==> config.mk <==
export PLATFORM = sky130hd
export DESIGN_NAME = kbd_action_ctrl
export DESIGN_NICKNAME = d
export VERILOG_FILES = /design/src/rtl/kbd_pkg.sv /design/src/rtl/kbd_repeat_chan.sv /design/src/rtl/kbd_action_ctrl.sv
export SDC_FILE = /design/constraint.sdc
export NUM_CORES = 1
export LEC_CHECK = 0
export BUFFER_PORTS_ARGS = -buffer_cell sky130_fd_sc_hd__buf_2
export CORE_AREA = 2 2 203 205
export DETAILED_ROUTE_END_ITERATION = 12
export DIE_AREA = 0 0 205 207
export GPL_TIMING_DRIVEN = 0
export PLACE_DENSITY = 0.43
export SLEW_MARGIN = 25
export SYNTH_ARGS = -nofsm -noshare
export SYNTH_HDL_FRONTEND = slang
export SYNTH_HIERARCHICAL = 1
export SYNTH_SLANG_ARGS = --single-unit
==> constraint.sdc <==
create_clock -name clk -period 4.02 [get_ports clk]
set_input_delay 0.804 -clock clk [delete_from_list [all_inputs] [get_ports clk]]
set_output_delay 0.804 -clock clk [all_outputs]
set_load 0.03 [all_outputs]
==> src/rtl/kbd_pkg.sv <==
`default_nettype none
// ============================================================================
// Module   : kbd_pkg
// Brief    : Scan-code constants and channel state encoding for the keyboard
//            action controller.
// Revision : 1.0 - initial release
// ============================================================================
package kbd_pkg;

  localparam logic [8:0] KEY_ENTER = 9'h05A;
  localparam logic [8:0] KEY_A     = 9'h01C;
  localparam logic [8:0] KEY_D     = 9'h023;
  localparam logic [8:0] KEY_S     = 9'h01B;
  localparam logic [8:0] KEY_F     = 9'h02B;

  typedef enum logic [1:0] {
    IDLE   = 2'd0,
    DELAY  = 2'd1,
    REPEAT = 2'd2
  } chan_state_t;

endpackage
`default_nettype wire

==> src/rtl/kbd_repeat_chan.sv <==
`default_nettype none
// ============================================================================
// Module   : kbd_repeat_chan
// Brief    : One action channel: press pulse, optional auto-repeat, and a
//            blocked flag that swallows keys already held while disabled.
// Revision : 1.0 - initial release
// ============================================================================
module kbd_repeat_chan
  import kbd_pkg::*;
#(
  parameter int REPEAT_DELAY  = 20_000_000,
  parameter int REPEAT_PERIOD = 5_000_000,
  parameter bit REPEAT_EN     = 1'b1,
  parameter int CNT_W         = $clog2((REPEAT_DELAY > REPEAT_PERIOD) ?
                                       REPEAT_DELAY : REPEAT_PERIOD) + 1
) (
  input  logic clk,
  input  logic rst,
  input  logic key,
  input  logic enable,
  input  logic mute,
  output logic pulse
);

  localparam logic [CNT_W-1:0] c_delay_last  = CNT_W'(REPEAT_DELAY - 1);
  localparam logic [CNT_W-1:0] c_period_last = CNT_W'(REPEAT_PERIOD - 1);
  localparam logic [CNT_W-1:0] c_cnt_one     = CNT_W'(1);

  chan_state_t      r_state;
  chan_state_t      w_state_nxt;
  logic [CNT_W-1:0] r_cnt;
  logic [CNT_W-1:0] w_cnt_nxt;
  logic             r_blocked;
  logic             w_blocked_nxt;
  logic             r_pulse;
  logic             w_pulse_nxt;

  always_ff @(posedge clk) begin
    if (rst) begin
      r_state   <= IDLE;
      r_cnt     <= '0;
      r_blocked <= 1'b0;
      r_pulse   <= 1'b0;
    end else begin
      r_state   <= w_state_nxt;
      r_cnt     <= w_cnt_nxt;
      r_blocked <= w_blocked_nxt;
      r_pulse   <= w_pulse_nxt;
    end
  end

  always_comb begin
    w_state_nxt   = r_state;
    w_cnt_nxt     = r_cnt;
    w_blocked_nxt = r_blocked;
    w_pulse_nxt   = 1'b0;
    if (!key) begin
      w_state_nxt   = IDLE;
      w_cnt_nxt     = '0;
      w_blocked_nxt = 1'b0;
    end else if (!enable) begin
      // Remember the key was down while disabled so enabling never fires it.
      w_state_nxt   = IDLE;
      w_cnt_nxt     = '0;
      w_blocked_nxt = 1'b1;
    end else begin
      case (r_state)
        IDLE: begin
          if (!r_blocked) begin
            w_state_nxt = DELAY;
            w_cnt_nxt   = '0;
            w_pulse_nxt = ~mute;
          end
        end
        DELAY: begin
          if (mute) begin
            w_cnt_nxt = '0;
          end else if (REPEAT_EN) begin
            if (r_cnt == c_delay_last) begin
              w_state_nxt = REPEAT;
              w_cnt_nxt   = '0;
              w_pulse_nxt = 1'b1;
            end else begin
              w_cnt_nxt = r_cnt + c_cnt_one;
            end
          end
        end
        REPEAT: begin
          // A muted channel restarts its full initial delay once unmuted.
          if (mute) begin
            w_state_nxt = DELAY;
            w_cnt_nxt   = '0;
          end else if (r_cnt == c_period_last) begin
            w_cnt_nxt   = '0;
            w_pulse_nxt = 1'b1;
          end else begin
            w_cnt_nxt = r_cnt + c_cnt_one;
          end
        end
        default: begin
          w_state_nxt = IDLE;
          w_cnt_nxt   = '0;
        end
      endcase
    end
  end

  assign pulse = r_pulse;

endmodule
`default_nettype wire

==> src/rtl/kbd_action_ctrl.sv <==
`default_nettype none
// ============================================================================
// Module   : kbd_action_ctrl
// Brief    : Maps N_ACT scan codes to registered levels and press/auto-repeat
//            action pulses. Define KBD_LAST_WINS_EN to make channels 1 and 2
//            an opposing pair where only the newest held key pulses
//            (requires N_ACT >= 3).
// Revision : 1.0 - initial release
// ============================================================================
module kbd_action_ctrl
  import kbd_pkg::*;
#(
  parameter int                 N_ACT         = 3,
  parameter logic [N_ACT*9-1:0] KEY_CODES     = {KEY_D, KEY_A, KEY_ENTER},
  parameter logic [N_ACT-1:0]   REPEAT_MASK   = 3'b110,
  parameter int                 REPEAT_DELAY  = 20_000_000,
  parameter int                 REPEAT_PERIOD = 5_000_000,
  parameter int                 CNT_W         = $clog2((REPEAT_DELAY > REPEAT_PERIOD) ?
                                                       REPEAT_DELAY : REPEAT_PERIOD) + 1
) (
  input  logic             clk,
  input  logic             rst,
  input  logic [511:0]     key_down,
  input  logic             enable,
  output logic [N_ACT-1:0] act_level,
  output logic [N_ACT-1:0] act_pulse
);

  logic [N_ACT-1:0] w_key;
  logic [N_ACT-1:0] w_mute;
  logic [N_ACT-1:0] r_level;
  logic             w_unused_keys;

  assign w_unused_keys = ^key_down;

  always_ff @(posedge clk) begin
    if (rst) begin
      r_level <= '0;
    end else begin
      r_level <= w_key;
    end
  end

  assign act_level = r_level;

`ifdef KBD_LAST_WINS_EN
  logic r_right_newer;
  logic w_right_newer;
  logic w_rise_left;
  logic w_rise_right;
  logic w_both;

  assign w_rise_left   = w_key[1] & ~r_level[1];
  assign w_rise_right  = w_key[2] & ~r_level[2];
  // Simultaneous presses resolve in favour of the right-hand channel.
  assign w_right_newer = w_rise_right ? 1'b1 : (w_rise_left ? 1'b0 : r_right_newer);
  assign w_both        = w_key[1] & w_key[2];

  always_ff @(posedge clk) begin
    if (rst) begin
      r_right_newer <= 1'b0;
    end else begin
      r_right_newer <= w_right_newer;
    end
  end

  always_comb begin
    w_mute    = '0;
    w_mute[1] = w_both & w_right_newer;
    w_mute[2] = w_both & ~w_right_newer;
  end
`else
  assign w_mute = '0;
`endif

  for (genvar i = 0; i < N_ACT; i++) begin : g_chan
    assign w_key[i] = key_down[KEY_CODES[9*i +: 9]];

    kbd_repeat_chan #(
      .REPEAT_DELAY  (REPEAT_DELAY),
      .REPEAT_PERIOD (REPEAT_PERIOD),
      .REPEAT_EN     (REPEAT_MASK[i]),
      .CNT_W         (CNT_W)
    ) u_chan (
      .clk    (clk),
      .rst    (rst),
      .key    (w_key[i]),
      .enable (enable),
      .mute   (w_mute[i]),
      .pulse  (act_pulse[i])
    );
  end

endmodule
`default_nettype wire
==> metrics.yaml <==
logic_synthesis:
  yosys.area_share.xor_xnor_pct: 0.447
  synth_mux_area_share_pct: 0.255
  synth-adder-area-share_pct: 3.51
  number_of_flops_mapped_to_enable_cells_by_yosys: 0
  synth_register_bits: 66
  post_synth.cell_area_avg_sq_um: 7.76
  mappedNetlistArea_sq_um: 3920
  post_synth_inst_count: 505
  synth.yosys.seq_area_share_pct: 33.7
  largest_family_of_logic_cells_by_synthesized_area: "simple AND/OR/NAND/NOR gates"
  synth-compound-area-share_pct: 17.7
  synthesis.yosys.warnings: 6
  synth_async_sr_flop_share_pct: 0
  synth.distinct_cells: 60
  synth_ff_type: "dfxtp_1"
  synth_area_in_simple_gates_pct: 39.1
cts:
  post_cts.resized_instances: 0
  tritoncts: "built"
  number_of_clock_buffers_inserted_by_tritoncts: 9
  clock_path_buffers: 2
  cts.reportedPaths.clkPinSlew_ps: 60
  post_cts.repair.setup_buffers: 0
  clk-insertion-delay-late_ps: 350
  htree_num_levels: 3
  cts_root_buffer: "clkbuf_16"
  clock_sinks: 66
  cts-hold-fix-buffers: 0
placement:
  place_congestion: 0.777
  placed_cells: 1056
  place_ws_ps: 941
  dp_hpwl_mm: 8.38
  io_buffer_count: 11
pwr:
  cellLeakagePower_uw: 0.00160
  irDropWorstVdd_mv: 0.199
  powerDensity_nw_per_um2: 300
detailed_routing:
  routed_wire_length_mm: 11.6
  pre_antenna_drt_iters: 8
  wl_per_cell_um: 10.8
  vias: 3814
  drc: 0
  antenna_violating_nets_post_route: 0
  detailedRoute.firstIterationViolations: 202
  post_drt_via_cell_ratio: 3.56
grt:
  initial_antenna_violation_count: 1
  grt_pass1_vias: 3548
  grt_pass1_wl_mm: 18.9
  pin_count_of_the_biggest_net_entering_global_routing: 11
  grt_overflow_total: 0
  grtUsageTotal_pct: 5.69
timing:
  grt_setup_unrepaired: "no"
  clock.fmax_mhz: 363
  max-slew-margin-rel_pct: 38.2
  skew_ps: 6.18
  tns_ps: 0
  setup_viol: 0
  post-route-worst-setup-slack_ps: 1260
  max_slew_violations: 0
  report.final.hold_viol_count: 0
  actual_transition_at_the_worst_max_transition_pin_ps: 919
  layout_worst_path_cycle_share_pct: 68.6
  min_period_ps: 2760
worst_setup_path:
  timing.critical_path.to_type: "flip-flop"
  worstPathMaxFanout: 10
  criticalPathCategory: "flip-flop to flip-flop"
  worst_ep_arrival_time_ps: 3040
  regToRegSetupSlack_ps: 1260
  cp_cell_sequence: "ha_1 > nand3_1 > or4_1 > buf_2 > nor2_4 > o31ai_1 > clkbuf_1 > nand3_1 > nand3_1"
  max_stage_delay_ps: 790
  crit_path_top_delay_cell: "o31ai_1"
  r2r-start: "g_chan[1].u_chan/r_cnt[0]"
  critical_path_required_ps: 4300
  crit_path_start: "g_chan[1].u_chan/r_cnt[0]"
  critical_path.most_common_cell: "nand3_1"
  start_kind: "flip-flop"
cells_and_area:
  finish.net_count: 1061
  flow.area_growth_from_synthesis_pct: 26.4
  final.fill_count: 4689
  final_layout_size_suffix_gt1_share_pct: 9.63
  fin_cells: 1072
  diodes: 0
  layout_commonest_cell: "nand2_1"
  most-common-layout-cells: "73 x nand2_1, 66 x dfxtp_1, 57 x nand3_1, 25 x inv_1, 22 x o21ai_0"
run_status:
  outcome: "finished, final reports clean"
floorplan:
  num_rows: 74
  start_util_pct: 9.71
  ios: 521
  fp.coreArea_sq_um: 40400
  die-area_sq_um: 42400
  chipWidth_um: 205
  fp.dieH_um: 207
hold_path:
  worstHoldPathType: "flip-flop to flip-flop"
  worst_hold_startpoint: "g_chan[0].u_chan/r_state[0]"
flow_run:
  number_of_max_capacitance_violations_reported: 0
[flip-flops by register name, summed over array words and instances (netlist names)]
| signal | cells |
|---|---|
| act_level | 3 |
| g_chan.u_chan/pulse | 3 |
| g_chan.u_chan/r_blocked | 3 |
| g_chan.u_chan/r_cnt | 52 |
| g_chan.u_chan/r_state | 5 |
[area by class of cell]
class                      instances  area (sq um)  area share [%]
buffer                            23           110            2.22
sequential                        66          1320            26.7
tap                              532           666            13.4
timing repair buffer              11          55.1            1.11
multi-input combinational        399          2420            48.9
inverter                          25          93.8            1.89
clock inverter                     2          10.0           0.202
clock buffer                      14           274            5.53
[synth_stat cells (12+ instances only)]
master	instances	area, sq um
a21oi_1	15	75.1
clkbuf_1	14	52.6
dfxtp_1	66	1320
inv_1	25	93.8
nand2_1	73	274
nand3_1	57	285
nand4_1	14	87.6
nor2_1	15	56.3
nor4_1	12	75.1
o21ai_0	22	110
o22ai_1	12	75.1
or3_1	19	119
[report_power, final]
part / total, uW / internal [uW] / switching [uW] / leakage [uW]
clock network: 776 / 467 / 309 / 0.000143
logic: 44.2 / 16.2 / 28.1 / 0.000927
registers: 667 / 661 / 5.84 / 0.000534
[metrics by stage]
stage	area, sq um	util (%)	power (uW)	hold slack [ps]
3_3_place_gp	4670	11.6	726	440
2_1_floorplan	3950	-	709	431
5_1_grt	4950	12.3	1540	485
3_5_place_dp	4670	11.6	726	456
4_1_cts	4950	12.3	1510	464
6_report	4950	12.3	1490	461
[worst paths after layout]
check                               end  cells past startpoint
max          g_chan[1].u_chan/r_cnt[21]                      9
min              g_chan[0].u_chan/pulse                      1
max reg2reg  g_chan[1].u_chan/r_cnt[21]                      9
min reg2reg      g_chan[0].u_chan/pulse                      1
[cells by family (layout without fill, tap and decap cells)]
family | count (synthesis) | after routing
AOI/OAI and AO/OA | 103 | 103
and+or+nand+nor | 273 | 273
DFF | 66 | 66
other | 1 | 9
adders and majority gates | 11 | 11
buffers and inverters | 48 | 75
xor gates and xnor gates | 2 | 2
muxes | 1 | 1
[routing by layer]
| metal | routed length [um] | share of wire, % | global-route usage [%] | up-vias |
|---|---|---|---|---|
| met5 | 0 | 0 | 0 | - |
| met4 | 285 | 2.5 | 2.98 | 0 |
| met3 | 482 | 4.2 | 1.60 | 19 |
| met2 | 5260 | 46 | 8.78 | 57 |
| met1 | 5530 | 48 | 7.16 | 1810 |
| li1 | - | - | - | 1928 |
[worst max-delay path, delay by kind of cell (launching register included)]
family                     cells  cell delay, ps
AOI/OAI and AO/OA              1             790
adders and majority gates      1             240
buffers and inverters          2             660
DFF                            1             350
and+or+nand+nor                5             660
(Power assumes the default switching activity.)
